[src/rtl/tt_io_word_bridge.sv]
// Pin-to-core word bridge: byte writes in, byte reads out, host strobes on uio.
// Optional parity check on host bytes with TT_BRIDGE_PARITY_EN.
module tt_io_word_bridge #(
  parameter int IN_W  = 16,
  parameter int OUT_W = 16
) (
  input  logic             clk,
  input  logic             rst_n,
  input  logic [7:0]       ui_in,
  input  logic [7:0]       uio_in,
  output logic [7:0]       uo_out,
  output logic [7:0]       uio_out,
  output logic [7:0]       uio_oe,
  output logic [IN_W-1:0]  core_in_data,
  output logic             core_in_valid,
  input  logic             core_in_ready,
  input  logic [OUT_W-1:0] core_out_data,
  input  logic             core_out_valid,
  output logic             core_out_ready
);

  localparam int IN_BYTES  = (IN_W + 7) / 8;
  localparam int OUT_BYTES = (OUT_W + 7) / 8;
  localparam int CW = $clog2(IN_BYTES + 1);
  localparam int OW = $clog2(OUT_BYTES + 1);

  typedef enum logic {EMPTY, FULL} ostate_t;

  logic [2:0] s1, s2, s3;
  logic [2:0] rise;
  logic       wr_e, rd_e, sy_e;

  always_ff @(posedge clk) begin
    if (!rst_n) begin
      s1 <= '0;
      s2 <= '0;
      s3 <= '0;
    end else begin
      s1 <= uio_in[2:0];
      s2 <= s1;
      s3 <= s2;
    end
  end

  assign rise = s2 & ~s3;
  assign wr_e = rise[0];
  assign rd_e = rise[1];
  assign sy_e = rise[2];

  logic par_ok;
  logic unused_pins;
`ifdef TT_BRIDGE_PARITY_EN
  assign par_ok      = (^ui_in) == uio_in[3];
  assign unused_pins = ^uio_in[7:4];
`else
  assign par_ok      = 1'b1;
  assign unused_pins = ^uio_in[7:3];
`endif

  logic [CW-1:0]         cnt;
  logic [IN_BYTES*8-1:0] slots;
  logic                  err;
  logic                  can_take;
  logic                  take;

  // A handshake in the same cycle frees the word, so the byte still lands.
  assign can_take = !core_in_valid || core_in_ready;
  assign take     = wr_e && can_take && par_ok;

  always_ff @(posedge clk) begin
    if (!rst_n) begin
      cnt           <= '0;
      slots         <= '0;
      core_in_valid <= 1'b0;
      err           <= 1'b0;
    end else if (sy_e) begin
      cnt           <= '0;
      core_in_valid <= 1'b0;
      err           <= 1'b0;
    end else begin
      if (core_in_valid && core_in_ready)
        core_in_valid <= 1'b0;
      if (wr_e && !(can_take && par_ok))
        err <= 1'b1;
      if (take) begin
        for (int k = 0; k < IN_BYTES; k++)
          if (cnt == CW'(k))
            slots[k*8 +: 8] <= ui_in;
        if (cnt == CW'(IN_BYTES - 1)) begin
          cnt           <= '0;
          core_in_valid <= 1'b1;
        end else begin
          cnt <= cnt + 1'b1;
        end
      end
    end
  end

  assign core_in_data = slots[IN_W-1:0];

  generate
    if (IN_BYTES * 8 > IN_W) begin : g_pad
      logic unused_pad;
      assign unused_pad = ^slots[IN_BYTES*8-1:IN_W];
    end
  endgenerate

  ostate_t                st;
  logic [OW-1:0]          idx;
  logic [OUT_BYTES*8-1:0] obuf;
  logic [OUT_BYTES*8-1:0] out_ext;
  logic                   under;

  always_comb begin
    out_ext = '0;
    out_ext[OUT_W-1:0] = core_out_data;
  end

  function automatic logic [7:0] byte_at(
    input logic [OUT_BYTES*8-1:0] w,
    input logic [OW-1:0]          i
  );
    byte_at = 8'h00;
    for (int k = 0; k < OUT_BYTES; k++)
      if (i == OW'(k))
        byte_at = w[k*8 +: 8];
  endfunction

  always_ff @(posedge clk) begin
    if (!rst_n) begin
      st             <= EMPTY;
      idx            <= '0;
      obuf           <= '0;
      uo_out         <= 8'h00;
      core_out_ready <= 1'b0;
      under          <= 1'b0;
    end else if (sy_e) begin
      st             <= EMPTY;
      idx            <= '0;
      uo_out         <= 8'h00;
      core_out_ready <= 1'b1;
      under          <= 1'b0;
    end else begin
      unique case (st)
        EMPTY: begin
          if (rd_e)
            under <= 1'b1;
          if (core_out_valid && core_out_ready) begin
            obuf           <= out_ext;
            idx            <= '0;
            uo_out         <= out_ext[7:0];
            core_out_ready <= 1'b0;
            st             <= FULL;
          end else begin
            core_out_ready <= 1'b1;
          end
        end
        FULL: begin
          if (rd_e) begin
            if (idx == OW'(OUT_BYTES - 1)) begin
              st             <= EMPTY;
              idx            <= '0;
              uo_out         <= 8'h00;
              core_out_ready <= 1'b1;
            end else begin
              idx    <= idx + 1'b1;
              uo_out <= byte_at(obuf, idx + 1'b1);
            end
          end
        end
        default: st <= EMPTY;
      endcase
    end
  end

  logic oe_on;

  always_ff @(posedge clk) begin
    if (!rst_n) oe_on <= 1'b0;
    else        oe_on <= 1'b1;
  end

  assign uio_oe  = oe_on ? 8'hF0 : 8'h00;
  assign uio_out = {err, under, st == FULL,
                    (cnt != '0) || core_in_valid, 4'b0000};

endmodule
[config.mk]
export PLATFORM = sky130hd
export DESIGN_NAME = tt_io_word_bridge
export DESIGN_NICKNAME = d
export VERILOG_FILES = /design/src/rtl/tt_io_word_bridge.sv
export SDC_FILE = /design/constraint.sdc
export NUM_CORES = 1
export LEC_CHECK = 0
export ABC_AREA = 1
export BUFFER_PORTS_ARGS = -buffer_cell sky130_fd_sc_hd__buf_2
export CELL_PAD_IN_SITES_DETAIL_PLACEMENT = 0
export CELL_PAD_IN_SITES_GLOBAL_PLACEMENT = 1
export CORE_UTILIZATION = 36
export CTS_CLUSTER_DIAMETER = 100
export DETAILED_ROUTE_END_ITERATION = 10
export PLACE_DENSITY = 0.84
export SYNTH_ARGS = -nofsm -noshare
export SYNTH_HDL_FRONTEND = slang
export SYNTH_SLANG_ARGS = --single-unit
[constraint.sdc]
create_clock -name clk -period 1.55 [get_ports clk]
set_clock_uncertainty 0.1 [all_clocks]
set_input_delay 0.31 -clock clk [delete_from_list [all_inputs] [get_ports clk]]
set_output_delay 0.31 -clock clk [all_outputs]
set_load 0.05 [all_outputs]
======== After elaboration in Yosys (flattened, before gate mapping) ========
Index checks and enable logic that the tools add are counted.
Widths: inputs -> output; s select.
operators by class
  add/subtract/negate cells ............... 2
  equality and inequality tests ........... 7
  muxes and demuxes ....................... 25
  bitwise operators ....................... 5
  reduce and logical (&&, ||, !) cells .... 18
operator list
  kind                 number
  $mux 8               6
  $pmux 8 s2           1
  $mux 1               11
  $reduce_and 3->1     3
  $mux 2               4
  $eq 2x1->1 const B   3
  $reduce_and 2->1     3
  $add 2x1->2 const B  2
  $logic_and 1x1->1    4
  $logic_not 2->1      2
  $ne 2x2->1 const B   2
  $pmux 1 s2           2
  $pmux 2 s2           1
  $and 3x3->3          1
  $ne 3x2->1 const B   1
  $ne 3x3->1 const B   1
  $not 1->1            3
  $not 3->3            1
  $logic_not 1->1      2
  $logic_or 1x1->1     2
  $reduce_bool 2->1    1
  $reduce_or 2->1      1
word-level totals
  bits in registers ....................... 59
  bits of input ports ..................... 36
  output and inout bits ................... 42
  word-level logic and storage cells ...... 72

======== Longest topological paths before layout ========
  depth in word-level cells ............... 7
  mapped depth ............................ 7
  depth with buffers taken out ............ 6

======== Worst setup path after synthesis ========
No wires, ideal clock.
  path kind ............................... reg-to-reg
  start point ............................. reg core_out_ready
  end point ............................... reg obuf[10]
  setup time .............................. 0.116 ns
  arrival ................................. 1.327 ns
  data required time ...................... 1.334 ns
  setup slack ............................. 0.007 ns
  stages on the path, launching flop included .. 7
  path buffers ............................ 1
  period minus slack after synthesis ...... 1.543 ns
  path through ............................ dfxtp_1 nand2_2 nor2_4 nand2_4 clkbuf_2 o21ai_0 nor2_1
on the way
  word-level cells in the longest chain between the ends .. 2
ends and longest elaborated chain
  element                     line  RTL
  start: declaration          19    output logic core_out_ready
  start signal: assignment    135   core_out_ready <= 1'b0;
  start signal: assignment    141   core_out_ready <= 1'b1;
  start signal: assignment    152   core_out_ready <= 1'b0;
  $logic_and 1x1->1           148   if (core_out_valid && core_out_ready) begin
  $reduce_and 3->1 (no line)  n/a
  end signal: assignment      149   obuf <= out_ext;
  end: declaration            110   logic [OUT_BYTES*8-1:0] obuf;
Every way passes these cells.
A chain may end at the register's enable or synchronous reset.

======== Final worst setup path ========
  start point ............................. reg core_out_ready
  end point ............................... out core_out_ready
No word-level cell between the ends.

==> results_tabular.tex <==
\begin{tabular}{lr}
\hline
Metric & Value \\
\hline
\multicolumn{2}{l}{\textbf{Status}} \\
\quad Status & complete, no violations \\
\multicolumn{2}{l}{\textbf{Setup path}} \\
\quad CP max-delay cell & sky130\_fd\_sc\_hd\_\_dfxtp\_1 \\
\quad CP max stage delay & 430 ps \\
\quad CP bufs+invs & 1 \\
\quad Type of destination of the critical path & output port \\
\quad Category of the most critical setup path & flop to output port \\
\quad Largest fanout on the critical path & 4 \\
\quad CP Data Arrival Time & 1070 ps \\
\quad Category of cells accounting for the largest share of critical-path delay & flip-flops \\
\quad Element type at the critical path start & flop \\
\quad Crit path cell chain & buf\_2 \\
\quad Crit path required time & 1140 ps \\
\quad R2R Setup Slk & 220 ps \\
\multicolumn{2}{l}{\textbf{Clocking}} \\
\quad Cts-stage hold buffer count & 0 \\
\quad Buffer levels on the longest clock path & 2 \\
\quad Maximum level of the CTS H-tree & 3 \\
\quad CTS tree & built \\
\quad Number of clock buffers inserted by TritonCTS & 9 \\
\quad CTS clock-pin slew for the worst setup and hold paths & 60 ps \\
\quad CTS root buf & sky130\_fd\_sc\_hd\_\_clkbuf\_8 \\
\quad Sinks on the clock net & 59 \\
\quad Clock latency of the later-clocked register in the worst-skew pair & about 320 ps \\
\multicolumn{2}{l}{\textbf{Floorplanning}} \\
\quad Boundary Pins & 78 \\
\quad X dimension of the die & around 88 um \\
\quad Placement Rows & 31 \\
\quad Area of the core & 0.00721 sq mm \\
\quad Die H & 88.1 um \\
\quad Initial standard-cell utilization of the core & 0.370 \\
\quad Die outline area & a little under 0.008 sq mm \\
\multicolumn{2}{l}{\textbf{Logic synthesis}} \\
\quad Flip-flop cell with the highest count after synthesis & sky130\_fd\_sc\_hd\_\_dfxtp\_1 \\
\quad Synthesized cell area & 0.00267 sq mm \\
\quad Share of synthesized registers carrying an async set or reset & 0 \\
\quad Avg Inst Size Synth & 7.48 sq um \\
\quad Part of the Yosys area used for sequential elements & 0.442 \\
\quad Synth area leaders & sky130\_fd\_sc\_hd\_\_dfxtp\_1, sky130\_fd\_sc\_hd\_\_nor2\_1, sky130\_fd\_sc\_hd\_\_nand2\_1 \\
\quad Cell taking the most area after synthesis & sky130\_fd\_sc\_hd\_\_dfxtp\_1 \\
\quad Proportion of netlist area held by the largest area contributor & 0.442 \\
\quad Unique masters post-synth & 29 \\
\quad Post-synthesis cell count & between 300 and 400 \\
\quad Count of flip-flops with a built-in enable after synthesis & 0 \\
\quad Yosys synthesis warning count & 0 \\
\quad Flops \& latches, synth & 59 \\
\quad Cell with the most instances after synthesis & sky130\_fd\_sc\_hd\_\_nor2\_1 \\
\quad Top cells by instance count after synthesis & sky130\_fd\_sc\_hd\_\_nor2\_1, sky130\_fd\_sc\_hd\_\_nand2\_1, sky130\_fd\_sc\_hd\_\_dfxtp\_1 \\
\multicolumn{2}{l}{\textbf{Timing}} \\
\quad Final Hold Viols & 0 \\
\quad Post-Route Setup TNS & 0 ps \\
\quad Ratio of final minimum period to clock period & 0.952 \\
\quad Minimum clock period & 1480 ps \\
\quad Total of endpoints with negative setup slack in the final report & 0 \\
\quad Worst hold slack & 67.7 ps \\
\quad Final Max Slew Viols & 0 \\
\quad Peak Freq & 0.678 GHz \\
\quad RSZ-0062 raised after global routing & no \\
\multicolumn{2}{l}{\textbf{Layout}} \\
\quad Final cell area excluding filler cells & 0.00313 sq mm \\
\quad Footprint of the flip-flops and latches & 0.00118 sq mm \\
\quad Number of inserted filler cells in the final layout & between 700 and 800 \\
\quad Final \#Nets & 451 \\
\quad Area occupied by multi-input gates & 0.00116 sq mm \\
\quad Signed area change from the synthesized netlist to the final layout & 17.3\% \\
\quad Share of layout cells above drive strength 1 & 0.254 \\
\quad Number of antenna diodes & 0 \\
\quad Finished Layout Cells & $\sim$520 \\
\multicolumn{2}{l}{\textbf{Power and ir drop}} \\
\quad Design Power & 3600 uW \\
\quad Leak Pwr & 0.00155 uW \\
\quad Areal power density over the cells & 1150 mW/mm\^{}2 \\
\quad Maximum vdd drop & 407 uV \\
\multicolumn{2}{l}{\textbf{Worst hold path}} \\
\quad Class of the tightest hold or removal check & primary input to flop \\
\multicolumn{2}{l}{\textbf{Placed design}} \\
\quad Total cell area at the placement stage & 0.00298 sq mm \\
\quad Final weighted congestion of routability-driven global placement & 0.723 \\
\quad Port Buffer Count & 64 \\
\quad Total instance count after detailed placement & roughly 500 \\
\quad Post-DP HPWL & 3930 um \\
\multicolumn{2}{l}{\textbf{Route}} \\
\quad Detailed router's first-iteration violation count & 100 \\
\quad Avg Vias per Cell & 4.45 \\
\quad Final ANT Viol Nets & 0 \\
\quad Routed wirelength normalized by instance count & roughly 11 um \\
\quad Total vias in the final route & around 2300 \\
\quad Number of iterations in the first detailed-routing pass & 4 \\
\quad DRC viols & 0 \\
\quad Routed wire length & between 5000 and 6000 um \\
\multicolumn{2}{l}{\textbf{GRT}} \\
\quad Wire length of the first global-routing pass & 8890 um \\
\quad Vias in the first global route & between 2000 and 2500 \\
\quad Initial antenna violation count & 0 \\
\quad Remaining global-route overflow & 0 \\
\quad Overall global routing resource usage & 0.151 \\
\quad Pin count of the biggest net entering global routing & 30 \\
\multicolumn{2}{l}{\textbf{Job}} \\
\quad Total of max-cap violations & 0 \\
\hline
\end{tabular}
[routing by layer]
| metal | global-route usage | part of all wire |
|---|---|---|
| met1 | 0.198 | 0.50 |
| met2 | 0.233 | 0.45 |
| met3 | 0.0311 | 0.043 |
| met4 | 0.0792 | 0.013 |
| met5 | 0 | 0 |
[cell families (layout without fill, tap and decap cells)]
logic type / count (synthesis) / after routing / share of synthesized area
simple gates: 196 / 196 / 0.360
other cells: 1 / 8 / 0.00140
buf+inv: 68 / 121 / 0.133
flops: 59 / 59 / 0.442
compound gates: 33 / 33 / 0.0632
[final timing paths]
path                    end  cells after the start      startpoint
max          core_out_ready                      1  core_out_ready
min                   s1[2]                      3       uio_in[2]
max reg2reg         obuf[9]                      6  core_out_ready
min reg2reg           s2[0]                      2           s1[0]
[placed cells by master, fill, tap and decap left out, types with 10 or more instances in the layout]
cell / instances
sky130_fd_sc_hd__clkbuf_8: 10
sky130_fd_sc_hd__inv_1: 33
sky130_fd_sc_hd__nand2_1: 63
sky130_fd_sc_hd__nor2_1: 70
sky130_fd_sc_hd__nand3_1: 20
sky130_fd_sc_hd__nand4_1: 16
sky130_fd_sc_hd__o21ai_0: 18
sky130_fd_sc_hd__dfxtp_1: 57
sky130_fd_sc_hd__buf_2: 62
sky130_fd_sc_hd__a21oi_1: 13
[final cells by class]
cell class                      instances  area share
Tap cell                               99      0.0395
Timing Repair Buffer                   70       0.118
Inverter                               38      0.0467
Clock buffer                           13      0.0475
Multi-Input combinational cell        237       0.370
Sequential cell                        59       0.378
[where the power goes]
| group | switching (uW) | leakage [uW] | internal (uW) |
|---|---|---|---|
| clock network | 521 | 0.0000754 | 599 |
| logic | 544 | 0.000992 | 237 |
| registers | 71.6 | 0.000483 | 1630 |
[timing repair]
item,4_1_cts,5_1_grt
endpoints found under the setup margin,2,2
resized for setup,2,2
setup buffers,0,0
[sequential cells by signal, summed over array words and instances, names as in the netlist, 2 cells and up]
register,count
cnt,2
s3,3
s1,3
uo_out,8
core_in_data,16
idx,2
obuf,16
s2,3
[per-stage QoR]
step | setup WS, ps | utilization
2_1_floorplan | 7.43 | -
3_3_place_gp | 191 | 0.413
3_5_place_dp | 174 | 0.413
4_1_cts | 17.2 | 0.434
5_1_grt | 29.6 | 0.434
6_report | 75.0 | 0.434
Note: power is estimated with default switching activity, not from simulation.
